$ cat src/rtl/frame_commit_buffer.sv
// Packs a dibit stream into words and holds each frame in a circular buffer.
// A frame becomes readable only after a good FCS verdict; otherwise it is rolled back.
module frame_commit_buffer #(
  parameter int WORD_W  = 32,
  parameter int DEPTH   = 64,
  parameter int TIMEOUT = 1024,
  parameter int CNT_W   = 16
) (
  input  logic              clk,
  input  logic              rstn,
  input  logic              axiiv,
  input  logic [1:0]        axiid,
  input  logic              fcs_done,
  input  logic              fcs_ok,
  output logic              axiov,
  output logic [WORD_W-1:0] axiod,
  output logic              axiol,
  input  logic              axioready,
  output logic [CNT_W-1:0]  good_cnt,
  output logic [CNT_W-1:0]  drop_cnt,
  output logic [CNT_W-1:0]  ovf_cnt
);

  localparam int AW  = $clog2(DEPTH);
  localparam int DPW = WORD_W / 2;
  localparam int DW  = $clog2(DPW);
  localparam int TW  = $clog2(TIMEOUT + 1);

  typedef enum logic [2:0] {
    S_IDLE,
    S_RECV,
    S_FLUSH,
    S_WAIT,
    S_DISCARD
  } state_t;

  state_t state_reg, state_next;

  logic [AW-1:0]     wr_ptr_reg, rd_ptr_reg, commit_ptr_reg, frame_start_reg;
  logic [WORD_W-1:0] word_reg;
  logic [DW-1:0]     dib_cnt_reg;
  logic [TW-1:0]     tmo_reg;
  logic              ovf_reg, vld_reg, ok_reg, pend_reg, sync_reg;
  logic [CNT_W-1:0]  good_cnt_reg, drop_cnt_reg, ovf_cnt_reg;
  logic              out_valid_reg, out_last_reg;
  logic [WORD_W-1:0] out_data_reg;

  logic [WORD_W-1:0] mem_data [DEPTH];
  logic              mem_last [DEPTH];

  logic              take_dibit, flush_part, flush_mark, resolve, discard_done, latch_en;
  logic              frame_start_ev, word_done, word_wr, buf_full, mem_we, ovf_hit;
  logic              last_we, last_val, commit, rollback, tmo_max, rd_load;
  logic [AW-1:0]     last_addr;
  logic [WORD_W-1:0] wr_data, word_ins;

  // Drop the incoming dibit into its slot; untouched slots stay zero, which pads partial words.
  genvar gi;
  generate
    for (gi = 0; gi < DPW; gi++) begin : g_slot
      assign word_ins[WORD_W-1-2*gi -: 2] =
        (dib_cnt_reg == DW'(gi)) ? axiid : word_reg[WORD_W-1-2*gi -: 2];
    end
  endgenerate

  function automatic logic [CNT_W-1:0] sat_inc(input logic [CNT_W-1:0] v);
    return (v == '1) ? v : v + CNT_W'(1);
  endfunction

  always_ff @(posedge clk) begin
    if (!rstn) begin
      state_reg <= S_IDLE;
    end else begin
      state_reg <= state_next;
    end
  end

  always_comb begin
    state_next = state_reg;
    case (state_reg)
      S_IDLE: begin
        if (axiiv) begin
          state_next = sync_reg ? S_RECV : S_DISCARD;
        end
      end
      S_RECV: begin
        if (!axiiv) begin
          state_next = S_FLUSH;
        end
      end
      S_FLUSH: state_next = S_WAIT;
      S_WAIT: begin
        if (axiiv) begin
          state_next = S_DISCARD;
        end else if (resolve) begin
          state_next = S_IDLE;
        end
      end
      S_DISCARD: begin
        if (!axiiv) begin
          state_next = pend_reg ? S_WAIT : S_IDLE;
        end
      end
      default: state_next = S_IDLE;
    endcase
  end

  always_comb begin
    take_dibit   = 1'b0;
    flush_part   = 1'b0;
    flush_mark   = 1'b0;
    resolve      = 1'b0;
    discard_done = 1'b0;
    latch_en     = 1'b0;
    case (state_reg)
      S_IDLE: take_dibit = axiiv && sync_reg;
      S_RECV: begin
        take_dibit = axiiv;
        latch_en   = 1'b1;
      end
      S_FLUSH: begin
        flush_part = (dib_cnt_reg != '0);
        flush_mark = (dib_cnt_reg == '0);
        latch_en   = 1'b1;
      end
      S_WAIT: begin
        resolve  = !axiiv && (vld_reg || tmo_max);
        latch_en = 1'b1;
      end
      S_DISCARD: discard_done = !axiiv;
      default: ;
    endcase
  end

  assign tmo_max        = (tmo_reg == TW'(TIMEOUT - 1));
  assign frame_start_ev = take_dibit && (state_reg == S_IDLE);
  assign word_done      = take_dibit && (dib_cnt_reg == DW'(DPW - 1));
  assign buf_full       = ((wr_ptr_reg + AW'(1)) == rd_ptr_reg);
  assign word_wr        = (word_done || flush_part) && !ovf_reg;
  assign mem_we         = word_wr && !buf_full;
  assign ovf_hit        = word_wr && buf_full;
  assign wr_data        = flush_part ? word_reg : word_ins;
  // A frame ending on a word boundary already wrote its final word; revisit it to set last.
  assign last_we        = mem_we || (flush_mark && !ovf_reg);
  assign last_addr      = mem_we ? wr_ptr_reg : wr_ptr_reg - AW'(1);
  assign last_val       = flush_part || flush_mark;
  assign commit         = resolve && vld_reg && ok_reg && !ovf_reg;
  assign rollback       = resolve && !commit;

  always_ff @(posedge clk) begin
    if (!rstn) begin
      wr_ptr_reg      <= '0;
      commit_ptr_reg  <= '0;
      frame_start_reg <= '0;
      word_reg        <= '0;
      dib_cnt_reg     <= '0;
      tmo_reg         <= '0;
      ovf_reg         <= 1'b0;
      vld_reg         <= 1'b0;
      ok_reg          <= 1'b0;
      pend_reg        <= 1'b0;
      sync_reg        <= 1'b0;
      good_cnt_reg    <= '0;
      drop_cnt_reg    <= '0;
      ovf_cnt_reg     <= '0;
    end else begin
      if (!axiiv) begin
        sync_reg <= 1'b1;
      end
      if (frame_start_ev) begin
        frame_start_reg <= wr_ptr_reg;
        ovf_reg         <= 1'b0;
        vld_reg         <= 1'b0;
        tmo_reg         <= '0;
      end
      if (take_dibit) begin
        if (word_done) begin
          word_reg    <= '0;
          dib_cnt_reg <= '0;
        end else begin
          word_reg    <= word_ins;
          dib_cnt_reg <= dib_cnt_reg + DW'(1);
        end
      end
      if (flush_part || flush_mark) begin
        word_reg    <= '0;
        dib_cnt_reg <= '0;
      end
      if (ovf_hit) begin
        ovf_reg <= 1'b1;
      end
      if (latch_en && fcs_done && !vld_reg) begin
        vld_reg <= 1'b1;
        ok_reg  <= fcs_ok;
      end
      // The pending frame's timer keeps running while an overlapping frame is discarded.
      if ((state_reg == S_WAIT || state_reg == S_DISCARD) && !tmo_max) begin
        tmo_reg <= tmo_reg + TW'(1);
      end
      if (state_reg == S_WAIT && axiiv) begin
        pend_reg <= 1'b1;
      end else if (state_reg == S_IDLE) begin
        pend_reg <= 1'b0;
      end
      if (mem_we) begin
        wr_ptr_reg <= wr_ptr_reg + AW'(1);
      end
      if (commit) begin
        commit_ptr_reg <= wr_ptr_reg;
        good_cnt_reg   <= sat_inc(good_cnt_reg);
      end
      if (rollback) begin
        wr_ptr_reg <= frame_start_reg;
        if (ovf_reg) begin
          ovf_cnt_reg <= sat_inc(ovf_cnt_reg);
        end
      end
      if (rollback || discard_done) begin
        drop_cnt_reg <= sat_inc(drop_cnt_reg);
      end
      if (resolve) begin
        vld_reg <= 1'b0;
      end
    end
  end

  always_ff @(posedge clk) begin
    if (rstn && mem_we) begin
      mem_data[wr_ptr_reg] <= wr_data;
    end
    if (rstn && last_we) begin
      mem_last[last_addr] <= last_val;
    end
  end

  assign rd_load = (rd_ptr_reg != commit_ptr_reg) && (!out_valid_reg || axioready);

  always_ff @(posedge clk) begin
    if (!rstn) begin
      rd_ptr_reg    <= '0;
      out_valid_reg <= 1'b0;
      out_data_reg  <= '0;
      out_last_reg  <= 1'b0;
    end else if (rd_load) begin
      out_data_reg  <= mem_data[rd_ptr_reg];
      out_last_reg  <= mem_last[rd_ptr_reg];
      out_valid_reg <= 1'b1;
      rd_ptr_reg    <= rd_ptr_reg + AW'(1);
    end else if (axioready) begin
      out_valid_reg <= 1'b0;
    end
  end

  assign axiov    = out_valid_reg;
  assign axiod    = out_data_reg;
  assign axiol    = out_last_reg;
  assign good_cnt = good_cnt_reg;
  assign drop_cnt = drop_cnt_reg;
  assign ovf_cnt  = ovf_cnt_reg;

endmodule

$ cat config.mk
export PLATFORM = sky130hd
export DESIGN_NAME = frame_commit_buffer
export DESIGN_NICKNAME = d
export VERILOG_FILES = /design/src/rtl/frame_commit_buffer.sv
export SDC_FILE = /design/constraint.sdc
export NUM_CORES = 2
export LEC_CHECK = 0
export CAP_MARGIN = 20
export CORE_ASPECT_RATIO = 0.6
export CORE_MARGIN = 2
export CORE_UTILIZATION = 55
export CTS_BUF_LIST = sky130_fd_sc_hd__clkbuf_8
export DETAILED_ROUTE_END_ITERATION = 16
export GPL_TIMING_DRIVEN = 0
export PLACE_DENSITY = 0.71
export SETUP_SLACK_MARGIN = 0.4
export SYNTH_ARGS = -nofsm -noshare
export SYNTH_HDL_FRONTEND = slang
export SYNTH_SLANG_ARGS = --single-unit
$ cat constraint.sdc
create_clock -name clk -period 8.5 [get_ports clk]
set_input_delay 2.125 -clock clk [delete_from_list [all_inputs] [get_ports clk]]
set_output_delay 2.125 -clock clk [all_outputs]
set_load 0.03 [all_outputs]
* After elaboration in Yosys (flattened, before gate mapping)
Memory sizes are Yosys's and may differ from the RTL's. A register that Yosys moved wholly into a read port is not among the register bits. Cells that the tools add are included.
Word-level totals: bits in registers 128, RAM bits 2112, input port bits 8, output and inout bits 82, word-level logic and storage cells 160, memories 2
Cells by class: add/subtract/negate cells 8, eq/ne operators 29, muxes and demuxes 49, bitwise logic cells 4, reduce and logical (&&, ||, !) cells 51
Memories:
- mem_data | depth 64, width 32, read ports 1, clocked after memory_dff 1, write ports 1, RTL line 48 | logic [WORD_W-1:0] mem_data [DEPTH];
- mem_last | depth 64, width 1, read ports 1, clocked after memory_dff 1, write ports 1, RTL line 49 | logic mem_last [DEPTH];
Operators by type and width (count):
- $mux 32 | 2
- $add 16x1->16 const B | 3
- $eq 16x16->1 const B | 3
- $mux 2 | 17
- $eq 4x4->1 const B | 8
- $mux 11 | 2
- $logic_and 1x1->1 | 19
- $mux 3 | 6
- $mux 6 | 3
- $eq 4x3->1 const B | 4
- $mux 1 | 16
- $pmux 3 s5 | 1
- $add 6x1->6 const B | 2
- $reduce_bool 2->1 | 6
- $add 11x1->11 const B | 1
- $eq 11x10->1 const B | 1
- $logic_not 1->1 | 9
- $eq 4x2->1 const B | 2
- $logic_or 1x1->1 | 7
- $eq 3x2->1 const B | 2
- $eq 6x6->1 | 1
- $ne 2x2->1 const B | 3
- $ne 6x6->1 | 1
- $sub 6x1->6 const B | 1
- 16 further kinds | 21

* Depth between registers and ports, before layout
depth in word-level cells 11, mapped depth 12, mapped depth without buffers 8

* Worst setup path before layout
No wires, ideal clock.
path kind input port to flip-flop, start input axiiv, end memory mem_data[28][0], enable pin, setup time 421 ps, arrival 5138 ps, required time 8079 ps, setup slack 2941 ps, stages 8, path buffers 2, cell sequence or3b_4 > o31ai_4 > o211ai_2 > buf_6 > a21o_4 > or3_4 > buf_6 > nor2_1
Between the ends: cells in the longest elaborated chain, start to end 9
RTL lines:
- start: declaration | RTL line 11 | input logic axiiv,
- $logic_and 1x1->1 | RTL line 116 | S_IDLE: take_dibit = axiiv && sync_reg;
- $pmux 1 s2 * | RTL line 115 | case (state_reg)
- $logic_and 1x1->1 * | RTL line 137 | assign word_done = take_dibit && (dib_cnt_reg == DW'(DPW - 1));
- $logic_or 1x1->1 * | RTL line 139 | assign word_wr = (word_done || flush_part) && !ovf_reg;
- $logic_and 1x1->1 * | RTL line 139
- $logic_and 1x1->1 * | RTL line 140 | assign mem_we = word_wr && !buf_full;
- $logic_and 1x1->1 * | RTL line 228 | if (rstn && mem_we) begin
- $mux 1 * | RTL line 228
- $mux 1 (not written as such) * | RTL line 229 | mem_data[wr_ptr_reg] <= wr_data;
- end: declaration | RTL line 48
Mark *: on every way between the ends. The rest lies on a longest branch, timed or not.

* Worst setup path in the final report
start input axiiv, end memory mem_data[63][7], enable pin
The elaborated chain is that of the path after synthesis.

==> results.py <==
metrics = {
    "worst_setup_path": {
        "r2r_start": "wr_ptr_reg[0]$_SDFFE_PN0P_",
        "end_kind": "register",
        "regToRegEndpoint": "mem_data[63][7]$_DFFE_PP_",
        "criticalPathCategory": "in2reg",
        "worst_r2r_path_depth": 11,
        "crit_required_ns": 9.15,
        "worstPathMaxFanout": 17,
        "arrival_ns": 6.33,
        "cp-start-kind": "input port",
        "ff2ff_setup_slack_ns": 2.85,
    },
    "detailed_routing": {
        "first_pass_iters": 7,
        "wl_per_cell_um": 40.1,
        "routed_via_density": 7.07,
        "vias": 52873,
        "drtIter0Drc": 10681,
        "drc": 0,
        "totalWireLength_um": 300000,
        "antenna_left": 0,
    },
    "cells_and_area": {
        "nFillCells": 10730,
        "drive_gt1_share_pct": 25.8,
        "regMostFlops": "mem_data",
        "largest_reg_flops": 2048,
        "syn2layout_area_growth_pct": 14.7,
        "fin_nets": 5094,
        "final_cell_count_no_fill": 7477,
        "reg_top3": "mem_data x2048, mem_last x64",
    },
    "global_route": {
        "grt_pass1_wl_um": 403000,
        "antenna_found_initial": 15,
        "grt_pass1_vias": 49375,
        "grt_use_total_pct": 36.2,
        "grt_overflow": 0,
        "grt_max_degree": 68,
    },
    "yosys": {
        "yosysWarnings": 0,
        "synth_seq_cells": 2273,
        "ys_seq_area_share_pct": 74.7,
        "syn_nets": 4528,
        "syn_inst": 4509,
        "yosys-top-cells-count": "edfxtp_1, mux4_2, nor2_1",
        "netlist.area_leader.share_pct": 71.1,
        "synth_flop_cell": "edfxtp_1",
        "synthesis.area_mm2": 0.0892,
        "ys_types": 75,
        "syn_avg_cell_area_um2": 19.8,
        "synth-edff-count": 2112,
        "yosys.area.top_type": "edfxtp_1",
        "yosysMostFrequentCell": "edfxtp_1",
        "synthArstFlopShare_pct": 0,
        "ys_top_cells_by_area": "edfxtp_1, mux4_2, dfxtp_1, mux2i_1, nor2_1",
    },
    "timing": {
        "fmax_mhz": 176,
        "slew_viol_final": 0,
        "fin_crit_sh_pct": 66.8,
        "rsz0062_at_grt": "false",
        "post-route-min-period_ns": 5.68,
        "slew_headroom_pct": 7.17,
        "setup_ws_ns": 2.82,
        "worst_pin_slew_ns": 1.39,
        "hold_violations": 0,
        "clock_skew_ns": 0.0588,
        "setup_viol": 0,
    },
    "pwr": {
        "leakage_nw": 32.2,
        "vdd_drop_max_v": 0.000148,
        "powerDensity_mw_per_mm2": 210,
    },
    "place": {
        "place_ws_ns": 2.02,
        "dpl.cell_count": 6876,
        "dp_hpwl_um": 200000,
        "io_buffers": 88,
        "gp_congestion": 0.958,
    },
    "run_status": {
        "status": "completed",
    },
    "floorplan": {
        "fp.dieArea_mm2": 0.165,
        "dieHeight_um": 316,
        "rows": 114,
        "die-width_um": 524,
        "ios": 90,
        "core_mm2": 0.161,
        "initial_core_util_pct": 55.4,
    },
    "worst_hold_path": {
        "min-delay-start": "word_reg[1]$_SDFFE_PP0P_",
        "min_to": "word_reg[1]$_SDFFE_PP0P_",
        "hold_class": "reg2reg",
        "hold_path_depth": 2,
    },
    "clock_network": {
        "post_cts_buffers": 0,
        "cts_tree": "built",
        "cts_max_path_buffers": 4,
        "clk_pin_slew_ns": 0.07,
        "cts_made_buffers": 325,
        "clock_latency_ns": 1.00,
        "ctsHtreeMaxLevel": 5,
        "cts.sinks": 2273,
        "cts-hold-fix-buffers": 0,
        "cts_resized": 0,
        "cts_root_buf": "clkbuf_8",
    },
    "flow_run": {
        "maxCapViolCount": 0,
    },
}
## cell families after synthesis
| logic type | synth area share [%] |
|---|---|
| compound gates | 3.44 |
| xor+xnor | 0.628 |
| fa+ha+maj | 0.154 |
| buf+inv | 1.64 |
| flops | 74.7 |
| mux | 16.0 |
| simple gates | 3.44 |
## critical path, cell delays in order
cell and delay, ns:
clkdlybuf4s50_1 0.62, or3b_4 0.47, o31ai_4 0.24, o211ai_2 0.22
a21oi_2 0.30, buf_2 0.31, nand3_1 0.68, nor2_4 1.01
buf_12 0.29
## metrics by stage
step	hold slack [ns]	area [um2]	power, W	util (%)	TNS (ns)
floorplan	0.405	89200	0.0130	-	0
global placement	0.413	92800	0.0134	57.6	-967.44
detailed placement	0.429	96000	0.0135	59.6	0
CTS	0.438	102000	0.0214	63.3	0
global route	0.464	102000	0.0219	63.5	0
finish	0.440	102000	0.0214	63.5	0
## cell usage in the layout (no fill, tap or decap), types with 68 or more instances in the layout
| master | n |
|---|---|
| buf_2 | 120 |
| a21oi_1 | 107 |
| o21ai_0 | 88 |
| inv_1 | 120 |
| dfxtp_1 | 161 |
| mux4_2 | 504 |
| nor2_1 | 164 |
| clkbuf_1 | 95 |
| buf_12 | 110 |
| edfxtp_1 | 2112 |
| nand3_1 | 68 |
| clkbuf_8 | 344 |
| nand2_1 | 112 |
| mux2i_1 | 215 |
| clkdlybuf4s50_1 | 88 |
| clkinv_1 | 75 |
## routing by layer
metal	wire (um)	track usage (%)	part of all wire, %	up-vias
li1	-	-	-	19773
met4	15300	14.8	5.1	32
met5	387	0.901	0.13	-
met2	120000	47.5	40	5185
met1	108000	50.9	36	26952
met3	57100	18.8	19	931
## final cells by class
cell class                 count  area (um2)  area share (%)
antenna                       10        25.0          0.0245
clock buffer                 344        4730            4.63
timing repair buffer         239        4050            3.96
tap                         2146        2690            2.63
clock inverter               229        1130            1.10
buffer                       281        1400            1.37
multi-input combinational   1939       21500            21.1
sequential                  2273       66600            65.2
inverter                      16        60.1          0.0587
## worst max-delay path by stage
stage | from | endpoint | slack [ns] | cells after the start
6_report | axiiv | mem_data[63][7]$_DFFE_PP_ | 2.82 | 9
3_5_place_dp | axiiv | mem_data[63][4]$_DFFE_PP_ | 2.02 | 9
2_1_floorplan | axiiv | mem_data[28][0]$_DFFE_PP_ | 2.94 | 8
3_3_place_gp | axiiv | mem_data[23][26]$_DFFE_PP_ | -1.24 | 8
5_1_grt | axiiv | mem_data[63][7]$_DFFE_PP_ | 2.83 | 9
4_1_cts | axiiv | mem_data[63][7]$_DFFE_PP_ | 2.99 | 9
## report_power, final
group          leakage [nW]  internal [W]  switching (W)  total, W
registers              20.8        0.0121      0.0000216    0.0121
logic                  7.97      0.000438       0.000705   0.00114
clock network          3.40       0.00391        0.00427   0.00818
Power figures use the tool's default switching activity.
